==> config.mk <==
export PLATFORM = sky130hd
export DESIGN_NAME = mem_wb_stage
export DESIGN_NICKNAME = d
export VERILOG_FILES = /design/src/rtl/mem_wb_stage.sv
export SDC_FILE = /design/constraint.sdc
export NUM_CORES = 1
export LEC_CHECK = 0
export ABC_AREA = 1
export CAP_MARGIN = 5
export CORE_AREA = 2 2 142 144
export CTS_BUF_LIST = sky130_fd_sc_hd__clkbuf_2 sky130_fd_sc_hd__clkbuf_4 sky130_fd_sc_hd__clkbuf_8
export CTS_CLUSTER_DIAMETER = 120
export DETAILED_ROUTE_END_ITERATION = 7
export DIE_AREA = 0 0 144 146
export SLEW_MARGIN = 30
export SYNTH_ARGS = -nofsm -noshare
export SYNTH_HDL_FRONTEND = slang
export SYNTH_SLANG_ARGS = --single-unit
==> constraint.sdc <==
create_clock -name CLK -period 4.5 [get_ports CLK]
set_clock_uncertainty 0.15 [all_clocks]
set_input_delay 0.45 -clock CLK [delete_from_list [all_inputs] [get_ports CLK]]
set_output_delay 0.45 -clock CLK [all_outputs]
set_load 0.02 [all_outputs]
==> src/rtl/mem_wb_stage.sv <==
// Memory stage plus MEM/WB pipeline latch: issues data-cache requests, stalls the
// upstream pipeline on a miss, resolves conditional branches and registers the writeback.

package cpu_types_pkg;
  typedef logic [31:0] word_t;
  typedef logic [4:0]  regbits_t;
endpackage

module mem_wb_stage
  import cpu_types_pkg::*;
(
  input  logic        CLK,
  input  logic        nRST,
  input  logic        em_valid,
  input  logic        em_dREN,
  input  logic        em_dWEN,
  input  logic        em_bEQ,
  input  logic        em_bNE,
  input  logic        em_jAL,
  input  logic        em_lUI,
  input  logic        em_regWEN,
  input  logic        em_zero,
  input  word_t       em_pcplusfour,
  input  word_t       em_rdat2,
  input  word_t       em_branch_addr,
  input  word_t       em_alu_out,
  input  regbits_t    em_dest_reg,
  input  logic [15:0] em_imm16,
  input  logic        dhit,
  input  word_t       dmemload,
  output logic        dmemREN,
  output logic        dmemWEN,
  output word_t       dmemaddr,
  output word_t       dmemstore,
  output logic        mem_stall,
  output logic        branch_taken,
  output word_t       branch_target,
  output logic        wb_valid,
  output logic        wb_regWEN,
  output regbits_t    wb_dest_reg,
  output word_t       wb_wdat,
  output word_t       stall_count
);

  typedef enum logic [1:0] {
    IDLE   = 2'd0,
    ACCESS = 2'd1,
    DONE   = 2'd2
  } state_e;

  state_e   state_q, state_d;
  logic     memop;

  logic     wb_valid_q, wb_valid_d;
  logic     wb_regwen_q, wb_regwen_d;
  regbits_t wb_dest_q, wb_dest_d;
  word_t    wb_wdat_q, wb_wdat_d;
  word_t    stall_cnt_q, stall_cnt_d;
  word_t    wb_sel;

  assign memop = em_valid & (em_dREN | em_dWEN);

  // FSM: state register
  always_ff @(posedge CLK or negedge nRST) begin
    if (!nRST) begin
      state_q <= IDLE;
    end else begin
      // NOTE: sequential state uses non-blocking assignments so every register
      // samples pre-edge values regardless of process evaluation order.
      state_q <= state_d;
    end
  end

  // FSM: next state. DONE is never entered; it only falls back to IDLE.
  always_comb begin
    // NOTE: every combinational output gets a default before any branch so no
    // path leaves it unassigned, which would infer a latch.
    state_d = IDLE;
    case (state_q)
      IDLE, ACCESS: state_d = (memop && !dhit) ? ACCESS : IDLE;
      default:      state_d = IDLE;
    endcase
  end

  // FSM: outputs. Requests are masked by reset so an abandoned access stops at once.
  always_comb begin
    dmemREN   = 1'b0;
    dmemWEN   = 1'b0;
    mem_stall = 1'b0;
    if (state_q != DONE) begin
      dmemREN   = nRST & memop & em_dREN;
      dmemWEN   = nRST & memop & em_dWEN;
      mem_stall = memop & ~dhit;
    end
  end

  assign dmemaddr      = em_alu_out;
  assign dmemstore     = em_rdat2;
  assign branch_taken  = em_valid & ((em_bEQ & em_zero) | (em_bNE & ~em_zero));
  assign branch_target = em_branch_addr;

  always_comb begin
    if (em_jAL)       wb_sel = em_pcplusfour;
    else if (em_lUI)  wb_sel = {em_imm16, 16'h0000};
    else if (em_dREN) wb_sel = dmemload;
    else              wb_sel = em_alu_out;
  end

  // A stall turns the latch into a bubble while the data fields keep their old values.
  always_comb begin
    wb_valid_d  = em_valid;
    wb_regwen_d = em_valid & em_regWEN & ~em_dWEN;
    wb_dest_d   = em_jAL ? 5'd31 : em_dest_reg;
    wb_wdat_d   = wb_sel;
    stall_cnt_d = stall_cnt_q;
    if (mem_stall) begin
      wb_valid_d  = 1'b0;
      wb_regwen_d = 1'b0;
      wb_dest_d   = wb_dest_q;
      wb_wdat_d   = wb_wdat_q;
      stall_cnt_d = stall_cnt_q + 32'd1;
    end
  end

  always_ff @(posedge CLK or negedge nRST) begin
    if (!nRST) begin
      wb_valid_q  <= 1'b0;
      wb_regwen_q <= 1'b0;
      wb_dest_q   <= '0;
      wb_wdat_q   <= '0;
      stall_cnt_q <= '0;
    end else begin
      wb_valid_q  <= wb_valid_d;
      wb_regwen_q <= wb_regwen_d;
      wb_dest_q   <= wb_dest_d;
      wb_wdat_q   <= wb_wdat_d;
      stall_cnt_q <= stall_cnt_d;
    end
  end

  assign wb_valid    = wb_valid_q;
  assign wb_regWEN   = wb_regwen_q;
  assign wb_dest_reg = wb_dest_q;
  assign wb_wdat     = wb_wdat_q;
  assign stall_count = stall_cnt_q;

endmodule

==> key figures, run 1 <==
Global route
  – Vias in the first global route: roughly 4200
  – First-pass GRT wire length: 24100 um
  – Global route overflow: 0
  – Number of antenna violations at the first check in global routing: 0
  – Largest net degree at the start of global routing: 83
  – Total GRT Usage: between 10% and 20%

Layout
  – Register area: 1780 um2
  – Fillers: ~2000
  – Non-Filler Instances: 1000
  – Nets@finish: 924
  – Share of cells above drive strength 1: under 10%
  – Ant diodes: 0
  – Area Growth Syn to Fin: 45.0%
  – Multi-input logic area: 1920 um2

Yosys
  – Syn Nets: 791
  – Count of cell types in the netlist: 26
  – Seq/Total Area, Yosys: 37.9%
  – Syn Area/Cell: about 7.9 um2
  – Flops & latches, synth: 71
  – Cell Area, Synth: 4690 um2
  – Yosys warnings: 0
  – Mapped Cells: 597

Worst setup path
  – RR Startpoint: stall_count[0]
  – WS Path Type: in2out
  – Critical-path cell list: clkdlybuf4s50_1, inv_2, nand2_1, nand3_4, inv_1, clkdlybuf4s50_1
  – Max incr delay on CP: 0.68 ns
  – CP Data Required Time: just under 4 ns
  – CP delay by family, top: buffers and inverters
  – CP dominant cell by count: clkdlybuf4s50_1
  – Critical path's slowest cell: clkdlybuf4s50_1
  – CP arrival: 2.36 ns
  – Crit end category: output pin
  – CP bufs+invs: 4
  – Element type at the critical path start: input port
  – Crit path launch: em_dREN
  – Crit Path Max Fanout: 12

Floorplanning
  – Die Ht: 146 um
  – Top Ports: 364
  – Die Width: 144 um
  – Core area: 19300 um2
  – Initial core utilization: between 20% and 30%
  – Die area: 21000 um2
  – Core Rows: 51

Clocking
  – Root Buffer: clkbuf_8
  – Worst skew pair latency: 0.36 ns
  – Clock Pin Slew Worst Setup and Hold Paths: roughly 0.08 ns
  – Num CTS Buffers: 9
  – Post-CTS Hold Buffers: 1
  – CTS sink cnt: 71
  – CTS tree: built
  – Clk buf depth: 2
  – Post-CTS setup repair buffer count: 0
  – H-Tree Depth: 3
  – Post-CTS sizing: 0

Drt
  – DR pass1 iterations: 4
  – Vias per cell: about 4.4
  – DR WL/cell: 15.6 um
  – DRT antenna net count: 0
  – Final wirelength: ~16000 um
  – Drt initial violations: 196
  – Drc violations: 0
  – Vias post-DR: 4356

STA
  – FMAX: 338 MHz
  – Worst Tran Pin Value: 0.915 ns
  – Final worst-path cycle share: 65.8%
  – RSZ-0062 raised after global routing: false
  – Max Slew Vio Count: 0
  – Setup TNS: 0 ns
  – Hold Fails Final Rpt: 0
  – Final setup viols: 0
  – Slew HR: 39.0%
  – Period minus WS final: 2.96 ns

Placement
  – Hpwl dp: roughly 12000 um
  – RePlAce Congestion: 0.795
  – Port bufs: 235
  – Placed Cells: 983

Hold path
  – HP Start: wb_dest_reg[2]
  – HP Class: reg2reg

Pwr
  – VDD IR-drop max: 0.155 mV
  – Pleak: 2.76 nW
  – Pwr Density: 277 nW/um2

Flow run
  – Maxcap violations: 0

Run status
  – Status: finished, final reports clean
==> synth_stat cells (all sizes together) <==
cell,count,area [um2]
dfrtp,71,1780
nand3,20,105
ha,1,12.5
xor2,9,78.8
inv,41,154
o21bai,2,15.0
clkbuf,14,52.6
o21a,32,240
nor3,9,76.3
a31oi,32,200
nand2,108,405
a21oi,1,5.00
nand3b,2,15.0
xnor2,9,78.8
o21ai,39,195
buf,106,795
nor2,73,289
nand4,12,75.1
a22oi,16,120
==> worst paths after layout <==
check,end,slack (ns),depth (start not counted)
setup reg to reg,stall_count[26],2.67,8
max in group asynchronous,wb_wdat[13],2.84,3
setup / recovery,mem_stall,1.54,6
min in group asynchronous,stall_count[4],0.43,2
hold reg to reg,wb_dest_reg[2],0.32,2
hold / removal,wb_dest_reg[2],0.32,2
==> cell families (layout without fill, tap and decap cells) <==
| logic type | after synthesis | after routing | share of synthesized area [%] |
|---|---|---|---|
| AND/OR/NAND/NOR | 224 | 224 | 20.6 |
| buffers and inverters | 161 | 299 | 21.3 |
| AO/OA/AOI/OAI | 122 | 122 | 16.5 |
| flip-flops | 71 | 71 | 37.9 |
| XOR/XNOR | 18 | 18 | 3.36 |
| adder cells (fa/ha/maj) | 1 | 1 | 0.267 |
==> tightest hold or removal path, cell delays in order (launching register included) <==
cell and delay, ns:
dfrtp_1 0.35, nand2_1 0.05, nand2_1 0.05
==> stage by stage <==
| stage | total power (W) | area, um2 | util (%) | hold WS, ns | worst slack, ns |
|---|---|---|---|---|---|
| floorplan | 0.00109 | 4690 | - | 0.00441 | 2.79 |
| global placement | 0.00132 | 6570 | 34.0 | 0.296 | 1.49 |
| detailed placement | 0.00133 | 6570 | 34.0 | 0.300 | 1.48 |
| CTS | 0.00192 | 6800 | 35.2 | 0.328 | 1.48 |
| global route | 0.00199 | 6800 | 35.2 | 0.358 | 1.40 |
| finish | 0.00188 | 6800 | 35.2 | 0.325 | 1.54 |
==> routing by layer <==
metal  track usage, %  part of all wire, %  vias up
li1                 -                    -     2155
met1             18.6                   42     1986
met2             23.9                   48      195
met3             4.90                  8.2       20
met4             5.25                  2.2        0
met5                0                    0        -
==> power by group <==
part	switching [W]	internal, W	leakage (nW)	total, W
registers	0.0000538	0.000699	0.892	0.000753
logic	0.000269	0.000286	1.75	0.000554
clock network	0.000262	0.000315	0.110	0.000576
==> final cells by class <==
class,count,share of cell area (%)
multi-input cells,365,28.3
flip-flops and latches,71,26.1
well taps,265,4.87
clock inverters,2,0.552
inverters,41,2.26
clock buffers,14,2.65
repair buffers,242,35.3
==> layout by cell type (no fill, tap or decap), types with 4 or more instances in the layout <==
| cell type | synthesis | routed |
|---|---|---|
| clkdlybuf4s50_1 | 0 | 233 |
| nand2_1 | 108 | 108 |
| dfrtp_1 | 71 | 71 |
| nor2_1 | 67 | 66 |
| inv_1 | 40 | 40 |
| o21ai_0 | 39 | 39 |
| o21a_1 | 32 | 32 |
| a31oi_1 | 32 | 32 |
| nand3_1 | 19 | 19 |
| a22oi_1 | 16 | 16 |
| nand4_1 | 12 | 12 |
| clkbuf_8 | 0 | 12 |
| xor2_1 | 9 | 9 |
| xnor2_1 | 9 | 9 |
| nor2_2 | 6 | 7 |
| buf_4 | 98 | 7 |
| nor3_2 | 4 | 4 |
| nor3_1 | 4 | 4 |
(Power assumes the default switching activity.)
==> run 2, diff against run 1 <==
- clock period: 4.5 -> 2.9 ns (I/O delays scaled with it)
==> key figures, run 2 (synthesis results as in run 1) <==
Pwr
  – VDD IR-drop max: 0.164 mV (was 0.155 mV)
  – Internal power: 0.00187 W (was 0.00130 W)
  – Pwr Density: 408 nW/um2 (was 277 nW/um2)
  – Sequential share of power: 42.1% (was 40.0%)
  – Clk pwr share: 26.6% (was 30.6%)
  – Logic pwr share: 31.2% (was 29.4%)
  – Sw Pwr: 0.000902 W (was 0.000584 W)
  – Switching part of the total power: 32.6% (was 31.0%)
  – Total power: 0.00277 W (was 0.00188 W)
  – Pleak: 2.76 nW (about the same)

Clocking
  – Num CTS Buffers: 9 (unchanged)
  – Clk buf depth: 2 (unchanged)
  – Root Buffer: clkbuf_8 (unchanged)
  – Post-CTS setup repair buffer count: 0 (unchanged)
  – Worst skew pair latency: 0.35 ns (was 0.36 ns)
  – Post-CTS sizing: 0 (unchanged)
  – CTS tree: built (unchanged)
  – CTS sink cnt: 71 (unchanged)
  – Clock Pin Slew Worst Setup and Hold Paths: 0.08 ns (about the same)
  – H-Tree Depth: 3 (unchanged)

Drt
  – Wl on met1: 6570 um (was 6530 um)
  – Drc violations: 0 (unchanged)
  – DR pass1 iterations: 4 (unchanged)
  – Met3 WL: 1230 um (was 1280 um)
  – Highest Signal Layer: met4 (unchanged)
  – DRT antenna net count: 0 (unchanged)
  – Drt initial violations: 125 (was 196)
  – DR WL/cell: 15.6 um (about the same)
  – Vias post-DR: 4345 (was 4356)
  – Metal2 WL: 7700 um (was 7440 um)
  – Final wirelength: 15700 um (was 15600 um)
  – Vias per cell: 4.33 (was 4.36)

Worst setup path
  – Crit Path Max Fanout: 3 (was 12)
  – Critical path's slowest cell: clkdlybuf4s50_1 (unchanged)
  – Element type at the critical path start: input port (unchanged)
  – Crit end category: output pin (unchanged)
  – WS Path Type: in2out (unchanged)
  – CP arrival: 1.98 ns (was 2.36 ns)
  – CP Data Required Time: 2.46 ns (was 3.90 ns)
  – Max incr delay on CP: 0.62 ns (was 0.68 ns)
  – CP dominant cell by count: clkdlybuf4s50_1 (unchanged)
  – Critical-path cell list: clkdlybuf4s50_1, inv_2, nand2_1, nand3_1, nor2_1, clkdlybuf4s50_1 (was clkdlybuf4s50_1, inv_2, nand2_1, nand3_4, inv_1, clkdlybuf4s50_1)

Placement
  – Hpwl dp: 12300 um (was 12100 um)
  – Cell Area, Placed: 6620 um2 (was 6570 um2)
  – Port bufs: 235 (unchanged)
  – RePlAce Congestion: 0.820 (was 0.795)

Floorplanning
  – Core area: 19300 um2 (unchanged)
  – Top Ports: 364 (unchanged)
  – Die area: 21000 um2 (unchanged)
  – Die Width: 144 um (unchanged)
  – Initial core utilization: 24.3% (unchanged)
  – Core Rows: 51 (unchanged)
  – Die Ht: 146 um (unchanged)

Layout
  – Highest-count cells in the layout ignoring fill and taps: 233 x clkdlybuf4s50_1, 108 x nand2_1, 71 x dfrtp_1 (unchanged)
  – Share of cells above drive strength 1: 5.56% (was 5.17%)
  – Nets@finish: 928 (was 924)
  – Ant diodes: 0 (unchanged)
  – Fillers: 2052 (was 2044)
  – Multi-input logic area: 1920 um2 (unchanged)
  – Final instance area: 6790 um2 (was 6800 um2)
  – Register area: 1780 um2 (unchanged)
  – Area Growth Syn to Fin: 44.9% (was 45.0%)
  – Most common cell after layout, fill and taps aside: clkdlybuf4s50_1 (unchanged)

STA
  – Final worst-path cycle share: 83.6%
  – Final setup viols: 0 (unchanged)
  – RSZ-0062 raised after global routing: false (unchanged)
  – Slew HR: 64.3% (was 39.0%)
  – Max Slew Vio Count: 0 (unchanged)
  – Period minus WS final: 2.42 ns
  – Hold Fails Final Rpt: 0 (unchanged)
  – Setup TNS: 0 ns (unchanged)
  – Worst Tran Pin Value: 0.532 ns (was 0.915 ns)
  – FMAX: 412 MHz

Global route
  – Vias in the first global route: 4257 (was 4236)
  – Global route overflow: 0 (unchanged)
  – Largest net degree at the start of global routing: 52 (was 83)
  – Total GRT Usage: 14.9% (about the same)
  – Number of antenna violations at the first check in global routing: 0 (unchanged)
  – First-pass GRT wire length: 24000 um (was 24100 um)

Flow run
  – Maxcap violations: 0 (unchanged)

Hold path
  – HP Class: in2reg (was reg2reg)

Run status
  – Status: finished, final reports clean (unchanged)
[run 2: cell types whose count changed in the layout (fill, tap and decap cells not counted)]
cell,delta
buf_4,+3
clkbuf_8,-2
clkinv_2,+3
buf_12,+1
bufinv_16,-1
clkbuf_4,-1
[run 2: path summary, 6_finish.rpt]
check                          startpoint               to  slack [ns]  cells past startpoint
setup / recovery                  em_dREN          dmemREN        0.48                      6
hold / removal                     em_jAL      wb_wdat[12]        0.22                      3
min in group asynchronous            nRST   stall_count[5]        0.39                      3
setup reg to reg           stall_count[0]  stall_count[26]        1.06                      8
hold reg to reg            wb_dest_reg[4]   wb_dest_reg[4]        0.32                      2
max in group asynchronous            nRST      wb_wdat[17]        1.32                      4
[run 2: stage by stage]
step,util [%],cells,hold slack [ns],setup WS (ns)
floorplan,-,597,-0.156,1.24
global placement,34.2,987,0.270,0.400
detailed placement,34.2,987,0.266,0.431
CTS,35.1,1003,0.182,0.415
global route,35.1,1003,0.221,0.389
finish,35.1,1003,0.217,0.475
[run 2: power by group through the flow]
stage	combinational (W)	sequential, W	clock [W]
4_1_cts	0.000878	0.00117	0.000776
6_report	0.000864	0.00117	0.000738
3_5_place_dp	0.000874	0.00119	0
5_1_grt	0.000933	0.00118	0.000806
2_1_floorplan	0.000398	0.00129	0
3_3_place_gp	0.000870	0.00119	0
[run 2: layer usage]
metal | GRT usage (%) | vias up
li1 | - | 2159
met4 | 4.41 | 0
met2 | 25.0 | 208
met5 | 0 | -
met1 | 18.3 | 1965
met3 | 4.54 | 13
[run 2: area by class of cell]
class                   instances  area share (%)
clock buffers                  11            2.14
flip-flops and latches         71            26.2
multi-input cells             365            28.3
inverters                      41            2.27
repair buffers                246            35.9
clock inverters                 4           0.331
well taps                     265            4.88
[run 2: what timing repair did]
action	in CTS	in global routing
endpoints found under the hold margin	34	0
hold buffers	1	0
endpoints found under the setup margin	0	0
[run 2: worst max-delay path, delay by kind of cell]
family,cells,cell delay [ns]
buffers and inverters,3,1.33
and+or+nand+nor,3,0.35
==> run 3, diff against run 2 <==
- clock period: 2.9 -> 2.35 ns (I/O delays scaled with it)
==> key figures, run 3 (synthesis results as in run 1) <==
Run status
  – Status: finished, final reports clean (unchanged)

STA
  – Period minus WS final: 2.12 ns
  – Max Slew Vio Count: 0 (unchanged)
  – Hold Fails Final Rpt: 0 (unchanged)
  – FMAX: around 470 MHz
  – Final setup margin: 0.234 ns (was 0.475 ns)
  – Final worst-path cycle share: 90.1%
  – Final setup viols: 0 (unchanged)
  – Slew HR: 61.3% (was 64.3%)
  – RSZ-0062 raised after global routing: false (unchanged)
  – Setup TNS: 0 ns (unchanged)
  – Worst Tran Pin Value: 0.581 ns (was 0.532 ns)

Layout
  – Area Growth Syn to Fin: 46.9% (was 44.9%)
  – Non-Filler Instances: 1011 (was 1003)
  – Share of cells above drive strength 1: 6.57% (was 5.56%)
  – Highest-count cells in the layout ignoring fill and taps: 232 x clkdlybuf4s50_1, 108 x nand2_1, 71 x dfrtp_1 (was 233 x clkdlybuf4s50_1, 108 x nand2_1, 71 x dfrtp_1)
  – Final instance area: 6890 um2 (was 6790 um2)
  – Nets@finish: 935 (was 928)
  – Register area: 1780 um2 (unchanged)
  – Multi-input logic area: 1920 um2 (unchanged)
  – Most common cell after layout, fill and taps aside: clkdlybuf4s50_1 (unchanged)
  – Fillers: 2046 (was 2052)
  – Ant diodes: 0 (unchanged)

Clocking
  – Clock Pin Slew Worst Setup and Hold Paths: 0.08 ns (about the same)
  – Clk buf depth: 2 (unchanged)
  – CTS tree: built (unchanged)
  – Root Buffer: clkbuf_8 (unchanged)
  – H-Tree Depth: 3 (unchanged)
  – Num CTS Buffers: 9 (unchanged)
  – CTS sink cnt: 71 (unchanged)
  – Worst skew pair latency: 0.37 ns (was 0.35 ns)

Floorplanning
  – Die Ht: 146 um (unchanged)
  – Top Ports: 364 (unchanged)
  – Core Rows: 51 (unchanged)
  – Die area: 21000 um2 (unchanged)
  – Core area: 19300 um2 (unchanged)
  – Initial core utilization: 24.3% (unchanged)
  – Die Width: 144 um (unchanged)

Global route
  – Total GRT Usage: 15.2% (was 14.9%)
  – First-pass GRT wire length: 24400 um (was 24000 um)
  – Vias in the first global route: 4273 (was 4257)
  – Number of antenna violations at the first check in global routing: 0 (unchanged)
  – Global route overflow: 0 (unchanged)
  – Largest net degree at the start of global routing: 43 (was 52)

Placement
  – Port bufs: 235 (unchanged)
  – Cell Area, Placed: 6680 um2 (was 6620 um2)
  – Post-place setup slack: 0.00137 ns (was 0.431 ns)
  – RePlAce Congestion: 0.818 (was 0.820)
  – Hpwl dp: 12400 um (was 12300 um)
  – Placed Cells: 994 (was 987)

Flow run
  – Maxcap violations: 0 (unchanged)

Drt
  – Drc violations: 0 (unchanged)
  – DR WL/cell: 15.7 um (was 15.6 um)
  – Vias post-DR: 4356 (was 4345)
  – Drt initial violations: 183 (was 125)
  – Final wirelength: 15800 um (was 15700 um)
  – Vias per cell: 4.31 (was 4.33)
  – DRT antenna net count: 0 (unchanged)
  – DR pass1 iterations: 4 (unchanged)

Worst setup path
  – CP Data Required Time: 1.97 ns (was 2.46 ns)
  – Element type at the critical path start: input port (unchanged)
  – Crit Path Max Fanout: 3 (unchanged)
  – WS Path Type: in2out (unchanged)
  – Crit end category: output pin (unchanged)
  – CP arrival: 1.73 ns (was 1.98 ns)

Pwr
  – Pleak: 2.81 nW (was 2.76 nW)
  – Pwr Density: 518 nW/um2 (was 408 nW/um2)
  – Total power: 0.00357 W (was 0.00277 W)
  – VDD IR-drop max: 0.219 mV (was 0.164 mV)

Hold path
  – HP Class: in2reg (unchanged)
-- run 3: cell count changes in the layout (fill, tap and decap cells not counted) --
| cell | previous run | this run |
|---|---|---|
| clkdlybuf4s50_1 | 233 | 232 |
| inv_6 | 0 | 2 |
| clkinv_4 | 0 | 1 |
| bufinv_16 | 0 | 1 |
| clkinv_2 | 3 | 1 |
| buf_4 | 10 | 16 |
| dlygate4sd2_1 | 0 | 1 |
| clkbuf_8 | 10 | 9 |
| buf_12 | 1 | 2 |
-- run 3: final timing paths --
| path | slack [ns] | endpoint | cells after the start | start |
|---|---|---|---|---|
| setup / recovery | 0.23 | mem_stall | 7 | em_dWEN |
| hold / removal | 0.15 | wb_wdat[8] | 3 | em_jAL |
| setup reg to reg | 0.57 | stall_count[26] | 8 | stall_count[0] |
| hold reg to reg | 0.34 | wb_dest_reg[0] | 2 | wb_dest_reg[0] |
| max in group asynchronous | 0.79 | stall_count[22] | 4 | nRST |
| min in group asynchronous | 0.30 | wb_valid | 3 | nRST |
-- run 3: worst max-delay path: stages --
cell and delay (ns):
clkdlybuf4s50_1 0.45, inv_1 0.07, nand2_1 0.10, buf_4 0.12, nand3_4 0.07, inv_1 0.08
clkdlybuf4s50_1 0.61
-- run 3: timing repair --
item	4_1_cts	5_1_grt
hold buffers	1	0
setup buffers	0	0
endpoints found under the hold margin	29	0
resized for setup	1	0
endpoints found under the setup margin	1	0
-- run 3: final cells by class --
cell class / count / area share (%)
flip-flops and latches: 71 / 25.8
repair buffers: 253 / 36.4
inverters: 41 / 2.23
clock inverters: 6 / 0.999
multi-input cells: 365 / 27.9
well taps: 265 / 4.81
clock buffers: 10 / 1.91
-- run 3: through the flow --
| step | utilization [%] | hold slack (ns) |
|---|---|---|
| after global placement | 34.6 | 0.175 |
| after floorplan | - | -0.211 |
| after CTS | 35.6 | 0.125 |
| final | 35.6 | 0.147 |
| after global routing | 35.6 | 0.162 |
| after detailed placement | 34.6 | 0.168 |
-- run 3: metal layers --
layer,routed length (um),track usage (%),up-vias
met2,7680,25.0,194
met4,209,4.17,0
met1,6810,19.4,1977
met3,1150,4.57,15
met5,0,0,-
li1,-,-,2170
-- run 3: where the power goes --
part	total (W)	switching [W]	leakage, nW	internal, W
clock network	0.00105	0.000542	0.101	0.000510
logic	0.00108	0.000516	1.82	0.000562
registers	0.00144	0.000102	0.892	0.00134
total	0.00357	0.00116	2.81	0.00241
